--- config.mk ---
export PLATFORM = sky130hd
export DESIGN_NAME = keccak_sbox_share_codec
export DESIGN_NICKNAME = d
export VERILOG_FILES = /design/src/rtl/keccak_sbox_share_codec_pkg.sv /design/src/rtl/keccak_sbox_share_codec_lfsr_leap.sv /design/src/rtl/keccak_sbox_share_codec.sv
export SDC_FILE = /design/constraint.sdc
export NUM_CORES = 1
export LEC_CHECK = 0
export CAP_MARGIN = 20
export CORE_ASPECT_RATIO = 0.5
export CORE_MARGIN = 10
export CORE_UTILIZATION = 45
export DETAILED_ROUTE_END_ITERATION = 10
export GPL_ROUTABILITY_DRIVEN = 0
export PLACE_DENSITY = 0.69
export SYNTH_ARGS = -nofsm -noshare
export SYNTH_HDL_FRONTEND = slang
export SYNTH_SLANG_ARGS = --single-unit
export TNS_END_PERCENT = 10
--- constraint.sdc ---
create_clock -name clk -period 1.7 [get_ports clk]
set_input_delay 0.255 -clock clk [delete_from_list [all_inputs] [get_ports clk]]
set_output_delay 0.255 -clock clk [all_outputs]
set_load 0.01 [all_outputs]
--- src/rtl/keccak_sbox_share_codec_pkg.sv ---
// Shared constants for the three-share chi row codec: FSM encoding, LFSR geometry, share width.
// Also holds the LFSR single-step and reference chi helpers.
package keccak_sbox_share_codec_pkg;
  localparam int LFSR_W    = 31;
  localparam int TAP_A     = 31;
  localparam int TAP_B     = 28;
  localparam int SHARE_W   = 5;
  localparam int MASK_BITS = 10;
  localparam int DOM_BITS  = 15;
  localparam int ROW_RAND  = MASK_BITS + DOM_BITS;

  localparam logic [1:0] ST_IDLE  = 2'd0;
  localparam logic [1:0] ST_DRIVE = 2'd1;
  localparam logic [1:0] ST_OUT   = 2'd2;

  // Fibonacci step for x^31+x^28+1: shift up, feed back bit 31 ^ bit 28.
  function automatic logic [LFSR_W-1:0] lfsr_step(input logic [LFSR_W-1:0] s);
    return {s[LFSR_W-2:0], s[TAP_A-1] ^ s[TAP_B-1]};
  endfunction

  function automatic logic [SHARE_W-1:0] chi_row(input logic [SHARE_W-1:0] x);
    logic [SHARE_W-1:0] y;
    y = '0;
    for (int i = 0; i < SHARE_W; i++)
      y[i] = x[i] ^ (~x[(i + 1) % SHARE_W] & x[(i + 2) % SHARE_W]);
    return y;
  endfunction
endpackage

--- src/rtl/keccak_sbox_share_codec_lfsr_leap.sv ---
// 31-bit LFSR advancing STEPS positions per enabled cycle (unrolled leap); frozen otherwise.
// Exposes the low ROW_RAND bits as the per-row randomness.
module keccak_lfsr_leap
  import keccak_sbox_share_codec_pkg::*;
#(
  parameter int                STEPS = ROW_RAND,
  parameter logic [LFSR_W-1:0] SEED  = 31'h1ACE_5EED
) (
  input  logic                clk,
  input  logic                rst,
  input  logic                en,
  output logic [ROW_RAND-1:0] rnd
);
  // An all-zero state would lock the LFSR, so a zero seed falls back to 1.
  localparam logic [LFSR_W-1:0] INIT = (SEED == '0) ? {{(LFSR_W-1){1'b0}}, 1'b1} : SEED;

  logic [LFSR_W-1:0] state;
  logic [LFSR_W-1:0] nxt;

  always_comb begin
    nxt = state;
    for (int i = 0; i < STEPS; i++) nxt = lfsr_step(nxt);
  end

  always_ff @(posedge clk or negedge rst) begin
    if (!rst)    state <= INIT;
    else if (en) state <= nxt;
  end

  assign rnd = state[ROW_RAND-1:0];
endmodule

--- src/rtl/keccak_sbox_share_codec.sv ---
// Three-share masking codec around an external DOM chi S-box row: split, drive randomness, recombine.
// Optional SBOX_SELFCHECK_EN adds a shadow of the input and a sticky mismatch flag.
module keccak_sbox_share_codec
  import keccak_sbox_share_codec_pkg::*;
#(
  parameter int                SBOX_LAT = 1,
  parameter logic [LFSR_W-1:0] SEED     = 31'h1ACE_5EED
) (
  input  logic         clk,
  input  logic         rst,
  input  logic         in_valid,
  output logic         in_ready,
  input  logic [4:0]   in_data,
  output logic [4:0]   ax,
  output logic [4:0]   bx,
  output logic [4:0]   cx,
  output logic [4:0]   z0,
  output logic [4:0]   z1,
  output logic [4:0]   z2,
  input  logic [4:0]   ay,
  input  logic [4:0]   by,
  input  logic [4:0]   cy,
  output logic         out_valid,
  input  logic         out_ready,
  output logic [4:0]   out_data
`ifdef SBOX_SELFCHECK_EN
  ,
  output logic         mismatch
`endif
);
  logic [1:0]          state;
  logic [2:0]          cnt;
  logic [ROW_RAND-1:0] rnd;
  logic [SHARE_W-1:0]  m0, m1;
  logic                accept, capture;

  assign in_ready  = rst && (state == ST_IDLE);
  assign accept    = in_ready && in_valid;
  assign capture   = (state == ST_DRIVE) && (cnt == 3'd0);
  assign out_valid = (state == ST_OUT);
  assign m0        = rnd[4:0];
  assign m1        = rnd[9:5];

  keccak_lfsr_leap #(.STEPS(ROW_RAND), .SEED(SEED)) u_lfsr (
    .clk (clk),
    .rst (rst),
    .en  (accept),
    .rnd (rnd)
  );

  always_ff @(posedge clk or negedge rst) begin
    if (!rst) begin
      state    <= ST_IDLE;
      cnt      <= 3'd0;
      ax       <= '0;
      bx       <= '0;
      cx       <= '0;
      z0       <= '0;
      z1       <= '0;
      z2       <= '0;
      out_data <= '0;
    end else begin
      case (state)
        ST_IDLE: begin
          if (in_valid) begin
            // The plain row only ever leaves this block folded with two fresh masks.
            ax    <= in_data ^ m0 ^ m1;
            bx    <= m0;
            cx    <= m1;
            z0    <= rnd[14:10];
            z1    <= rnd[19:15];
            z2    <= rnd[24:20];
            cnt   <= 3'(SBOX_LAT);
            state <= ST_DRIVE;
          end
        end
        ST_DRIVE: begin
          if (capture) begin
            out_data <= ay ^ by ^ cy;
            ax       <= '0;
            bx       <= '0;
            cx       <= '0;
            z0       <= '0;
            z1       <= '0;
            z2       <= '0;
            state    <= ST_OUT;
          end else begin
            cnt <= cnt - 3'd1;
          end
        end
        ST_OUT: begin
          if (out_ready) state <= ST_IDLE;
        end
        default: state <= ST_IDLE;
      endcase
    end
  end

`ifdef SBOX_SELFCHECK_EN
  logic [SHARE_W-1:0] x_shadow;

  always_ff @(posedge clk or negedge rst) begin
    if (!rst) begin
      x_shadow <= '0;
      mismatch <= 1'b0;
    end else begin
      if (accept) x_shadow <= in_data;
      if (capture && ((ay ^ by ^ cy) != chi_row(x_shadow))) mismatch <= 1'b1;
    end
  end
`endif
endmodule

==> flow_metrics.py <==
metrics = {
    "run_status": {
        "status": "complete, no violations",
    },
    "cells_and_area": {
        "num-fill-cells": 507,
        "syn2layout_area_growth_pct": 33.9,
        "layout_commonest_cell": "clkdlybuf4s50_1",
        "final_layout_size_suffix_gt1_share_pct": 24.6,
        "final_cell_count_no_fill": 413,
        "diodes": 0,
        "layout_common_cells": "clkdlybuf4s50_1 (57), dfrtp_1 (50), xnor2_1 (45)",
        "nets": 342,
    },
    "clock_tree": {
        "numCtsBuffers": 9,
        "clk_latency_ns": 0.33,
        "cts_tree": "done",
        "clock-root-buffer": "clkbuf_16",
        "cts.sinks": 71,
        "cts_setup_buffers": 0,
        "ctsHtreeMaxLevel": 3,
        "cts_buffer_depth": 2,
        "clk_pin_slew_ns": 0.05,
    },
    "worst_setup_path": {
        "critPathLaunchType": "input port",
        "critical_path_class": "input port to output port",
        "critical_path.slowest_cell": "dlygate4sd3_1",
        "end_kind": "output port",
        "r2r_end": "ax[3]",
        "cp_top_family": "buffers and inverters",
        "required_ns": 1.44,
        "cp_max_fo": 4,
        "arrival_ns": 1.38,
        "cp_slowest_stage_delay_ns": 0.52,
        "reg2reg_setup_slack_ns": 0.09,
        "worstPathCellList": "dlygate4sd3_1 > buf_2 > nor3b_1 > dlygate4sd2_1",
        "crit_buf_inv": 3,
        "worstRegToRegCells": 6,
        "r2r-start": "cnt[1]",
    },
    "grt": {
        "antenna_found_initial": 0,
        "groute.usage.overall_pct": 12.4,
        "grt_max_degree": 66,
        "grt_pass1_vias": 2116,
        "grt.overflow.total": 0,
        "grt_pass1_wl_mm": 11.1,
    },
    "routing": {
        "wl_per_cell_um": 15.8,
        "wirelength_mm": 6.54,
        "drtIter0Drc": 122,
        "vias": 2090,
        "firstDrtPassIters": 4,
        "routed_via_density": 5.06,
        "drc": 0,
        "ant_nets": 0,
    },
    "logic_synthesis": {
        "ys_types": 28,
        "syn_area_sq_mm": 0.00316,
        "synth_fp_nets": 279,
        "synth_cells": 253,
        "syn_avg_cell_area_sq_um": 12.5,
        "ys_seq_elements": 71,
        "synthTopCellsByArea": "dfrtp_1 (41%), dfstp_2 (16%), xnor2_1 (12%)",
        "yosysTopAreaCellShare_pct": 41.2,
        "yosysSeqAreaShare_pct": 57.0,
        "ys_warn_count": 0,
        "yosys.area.top_type": "dfrtp_1",
    },
    "floorplanning": {
        "die-area_sq_mm": 0.0110,
        "core_sq_mm": 0.00675,
        "initial_core_util_pct": 46.8,
        "std_cell_rows": 21,
        "ios": 61,
        "die_h_um": 79.3,
        "dieWidth_um": 139,
    },
    "place": {
        "hpwl_mm": 4.45,
        "place_inst": 396,
        "port-buffer-count": 60,
    },
    "timing": {
        "relSlewSlack_pct": 46.4,
        "setup_total_negative_slack_ns": 0,
        "slew_violations": 0,
        "setup_viol": 0,
        "skew_ns": 0.00455,
        "period_minus_slack_ns": 1.63,
        "hold_viol": 0,
        "rsz0062_at_grt": "yes",
        "post-route-period-util_pct": 96.0,
        "tightest_slew_ns": 0.804,
        "fmax_mhz": 613,
    },
    "job": {
        "drv_cap": 0,
    },
    "worst_hold_path": {
        "hold_path.class": "input port to asynchronous set/reset pin",
    },
    "power_and_ir_drop": {
        "powerDensity_mw_per_mm2": 2190,
        "peakVddDrop_uv": 785,
        "power.leakage_uw": 0.00174,
    },
}
==> synthesized netlist by cell type <==
| cell | number |
|---|---|
| a21o_1 | 2 |
| a21oi_1 | 10 |
| a21oi_2 | 15 |
| a22o_1 | 31 |
| a22oi_1 | 1 |
| and4bb_1 | 1 |
| buf_1 | 3 |
| buf_2 | 8 |
| buf_4 | 4 |
| buf_6 | 2 |
| clkbuf_1 | 1 |
| dfrtp_1 | 52 |
| dfstp_2 | 19 |
| ha_1 | 2 |
| inv_1 | 3 |
| mux2_2 | 12 |
| mux2i_1 | 1 |
| nand2_1 | 2 |
| nand2b_1 | 3 |
| nand3b_1 | 1 |
| nor2_1 | 27 |
| nor2_2 | 1 |
| nor2b_1 | 3 |
| nor3b_1 | 1 |
| nor4b_1 | 1 |
| o21ai_0 | 1 |
| o21bai_1 | 1 |
| xnor2_1 | 45 |
==> kinds of logic (layout without fill, tap and decap cells) <==
logic type / Yosys count / count (layout) / share of synthesized area (%)
flip-flops: 71 / 71 / 57.0
AO/OA/AOI/OAI: 61 / 61 / 15.4
XOR/XNOR: 45 / 45 / 12.5
AND/OR/NAND/NOR: 40 / 40 / 5.98
buffers and inverters: 21 / 89 / 3.76
multiplexers: 13 / 13 / 4.59
adder cells (fa/ha/maj): 2 / 2 / 0.792
==> timing repair <==
item / in CTS / in global routing
endpoints found under the setup margin: 2 / 5
gates resized for setup: 4 / 3
pin swaps: 0 / 0
hold buffers: 1 / 0
hold endpoints to repair: 6 / 0
==> final cells by class <==
| type | count | area [sq um] | area share, % |
|---|---|---|---|
| sequential | 71 | 1800 | 42.6 |
| multi-input combinational | 161 | 1250 | 29.6 |
| timing repair buffer | 70 | 721 | 17.0 |
| clock buffer | 10 | 239 | 5.65 |
| tap | 92 | 115 | 2.72 |
| clock inverter | 6 | 92.6 | 2.19 |
| inverter | 3 | 11.3 | 0.266 |
==> worst min-delay path, cell delays in order <==
cell and delay [ns]:
dlygate4sd3_1 0.52, buf_2 0.14, buf_4 0.15
==> power breakdown <==
group / leakage, uW / internal (uW) / switching (uW) / total [uW]
clock network: 0.000155 / 1330 / 736 / 2070
logic: 0.000754 / 2170 / 1520 / 3680
registers: 0.000832 / 2690 / 842 / 3530
==> worst max path at each step <==
stage,startpoint,end,slack [ns],cells after the start
global route,cnt[1],ax[3],0.003,6
CTS,cnt[0],out_data[0],0.05,5
detailed placement,in_valid,u_lfsr.state[4],0.02,6
finish,rst,in_ready,0.07,4
global placement,in_valid,u_lfsr.state[8],0.07,6
floorplan,cnt[0],out_data[0],0.26,5
==> flip-flops by register name (all words and copies together), names as in the netlist <==
register / cells
z0: 5
cnt: 3
u_lfsr.state: 31
z2: 5
cx: 5
bx: 5
out_data: 5
ax: 5
z1: 5
state: 2
==> layer usage <==
metal  up-vias  wire (um)  global-route usage (%)
li1        992          -                       -
met1      1036       3030                    15.6
met2        55       2970                    18.4
met3         7        458                    5.64
met4         0         78                    4.71
met5         -          0                       0
==> metrics by stage <==
step	power, uW	util (%)	hold slack, ns	cell area, sq um	worst slack, ns
6_report	9280	62.7	0.402	4230	0.0683
3_3_place_gp	7150	57.5	0.208	3880	0.0679
5_1_grt	9900	62.7	0.427	4230	0.00321
4_1_cts	9380	62.6	0.392	4230	0.0488
3_5_place_dp	7260	57.5	0.209	3880	0.0200
2_1_floorplan	5790	-	-0.0406	3160	0.264
Power figures use the tool's default switching activity.
==> edit (same flow settings) <==
Add a define of `SBOX_SELFCHECK_EN`.
--- a/src/rtl/keccak_sbox_share_codec.sv
+++ b/src/rtl/keccak_sbox_share_codec.sv
@@ -1,5 +1,7 @@
 // Three-share masking codec around an external DOM chi S-box row: split, drive randomness, recombine.
 // Optional SBOX_SELFCHECK_EN adds a shadow of the input and a sticky mismatch flag.
+`define SBOX_SELFCHECK_EN
+
 module keccak_sbox_share_codec
   import keccak_sbox_share_codec_pkg::*;
 #(
Function (old outputs only; new: mismatch): kept (Yosys induction, for registers that start in step).
==> edit against the unedited design <==
  * Combinational power is 5.4% higher
  * Wire length grew 18%
  * Synthesized area is 10% higher
  * Power rose by 1.4%
  * Setup slack improved by 2.6 ps
  * Sequential power is 9.1% higher
  * Sequential cell count rose by 6
  * Cell area is 7.7% higher
  * Largest cell class unchanged
==> edit: results (changes against the unedited design) <==
- Status: complete, no violations (unchanged)
- Adder-Cell Fraction of Synth Area: 0.720% (was 0.792%)
- Netlist cell types: 37 (was 28)
- Placed insts: 446 (was 396)
- Reg area: 1950 sq um (was 1800 sq um)
- Largest delay share family, worst path: compound AO/OA/AOI/OAI gates (was buffers and inverters)
- Slowest Stage Delay on Critical Path: 450 ps (was 520 ps)
- Pin count of the biggest net entering global routing: 78 (was 66)
- Post-Synth XOR/XNOR Area: 14.3% (was 12.5%)
- Synth async-reset ratio: 100% (unchanged)
- Worst Tran Pin Value: 955 ps (was 804 ps)
- Nets@finish: 387 (was 342)
- Share of post-route cells with drive strength above 1: 19.4% (was 24.6%)
- Worst Path Arrival: 1840 ps (was 1380 ps)
- Post-CTS setup buffer count: 0 (unchanged)
- Area post-placement: 4260 sq um (was 3880 sq um)
- Sequential share of power: 40.9% (was 38.0%)
- Ranking of synthesized cells by area: dfrtp_1 (42%), dfstp_2 (14%), xnor2_1 (10%), a22o_1 (7.6%), a21oi_1 (3.7%) (was dfrtp_1 (41%), dfstp_2 (16%), xnor2_1 (12%), a22o_1 (8.6%), mux2_2 (4.3%))
- Crit path max-delay cell type: clkdlybuf4s50_1 (was dlygate4sd3_1)
- Mux contribution to synthesized area: 3.81% (was 4.59%)
- P_sw: 3.27 mW (was 3.10 mW)
- Total GRT Usage: 13.5% (was 12.4%)
- Syn nets: 319 (was 279)
- Max VDD drop: 0.976 mV (was 0.785 mV)
- Top cells by count, synth: dfrtp_1 (58), xnor2_1 (41), a22o_1 (30) (was dfrtp_1 (52), xnor2_1 (45), a22o_1 (31))
- Hpwl dp: 5.41 mm (was 4.45 mm)
- PortBufs: 61 (was 60)
- Power density cells: 2070 nW/um^2 (was 2190 nW/um^2)
- Setup WS pre-CTS: -349 ps (was 20.0 ps)
- Vias in the first global route: 2472 (was 2116)
- Syn avg cell area: 11.9 sq um (was 12.5 sq um)
- Cts repair resizes: 6 (was 4)
- Vias: 2390 (was 2090)
- Area fraction in compound gates after synthesis: 14.5% (was 15.4%)
- Routed len/inst: 16.6 um (was 15.8 um)
- CTS root buffer: clkbuf_16 (unchanged)
- Combinational Power Share: 41.2% (was 39.7%)
- Drt via density: 5.17 (was 5.06)
- Static Leak: 1.94 nW (was 1.74 nW)
- First-pass GRT wire length: 12.7 mm (was 11.1 mm)
- Final Skew: 5.31 ps (was 4.55 ps)
- Seq/Total Area, Yosys: 56.1% (was 57.0%)
- Layout fillers: 580 (was 507)
- Initial DRC Count: 106 (was 122)
[edit: final cells by class]
cell class	count	area share, %
inverters	5	0.412
flip-flops and latches	77	42.9
repair buffers	75	16.3
clock buffers	12	5.19
multi-input cells	193	32.0
well taps	96	2.64
clock inverters	4	0.604
[edit: path summary, 6_finish.rpt]
check | startpoint | endpoint | slack [ps] | cells after the start
hold reg to reg | out_data[0] | out_data[0] | 480 | 2
max in group asynchronous | rst | state[0] | 840 | 2
min in group clk | rst | u_lfsr.state[2] | 440 | 4
setup / recovery | by[3] | mismatch | 70 | 6
setup reg to reg | cnt[0] | ax[2] | 120 | 7
hold / removal | rst | state[1] | 210 | 2
[edit: metal layers]
| metal | part of all wire [%] | global-route usage (%) | wire length, um |
|---|---|---|---|
| met3 | 6.6 | 4.56 | 510 |
| met2 | 46 | 20.9 | 3500 |
| met4 | 1.2 | 5.11 | 95 |
| met5 | 0 | 0 | 0 |
| met1 | 47 | 17.3 | 3580 |
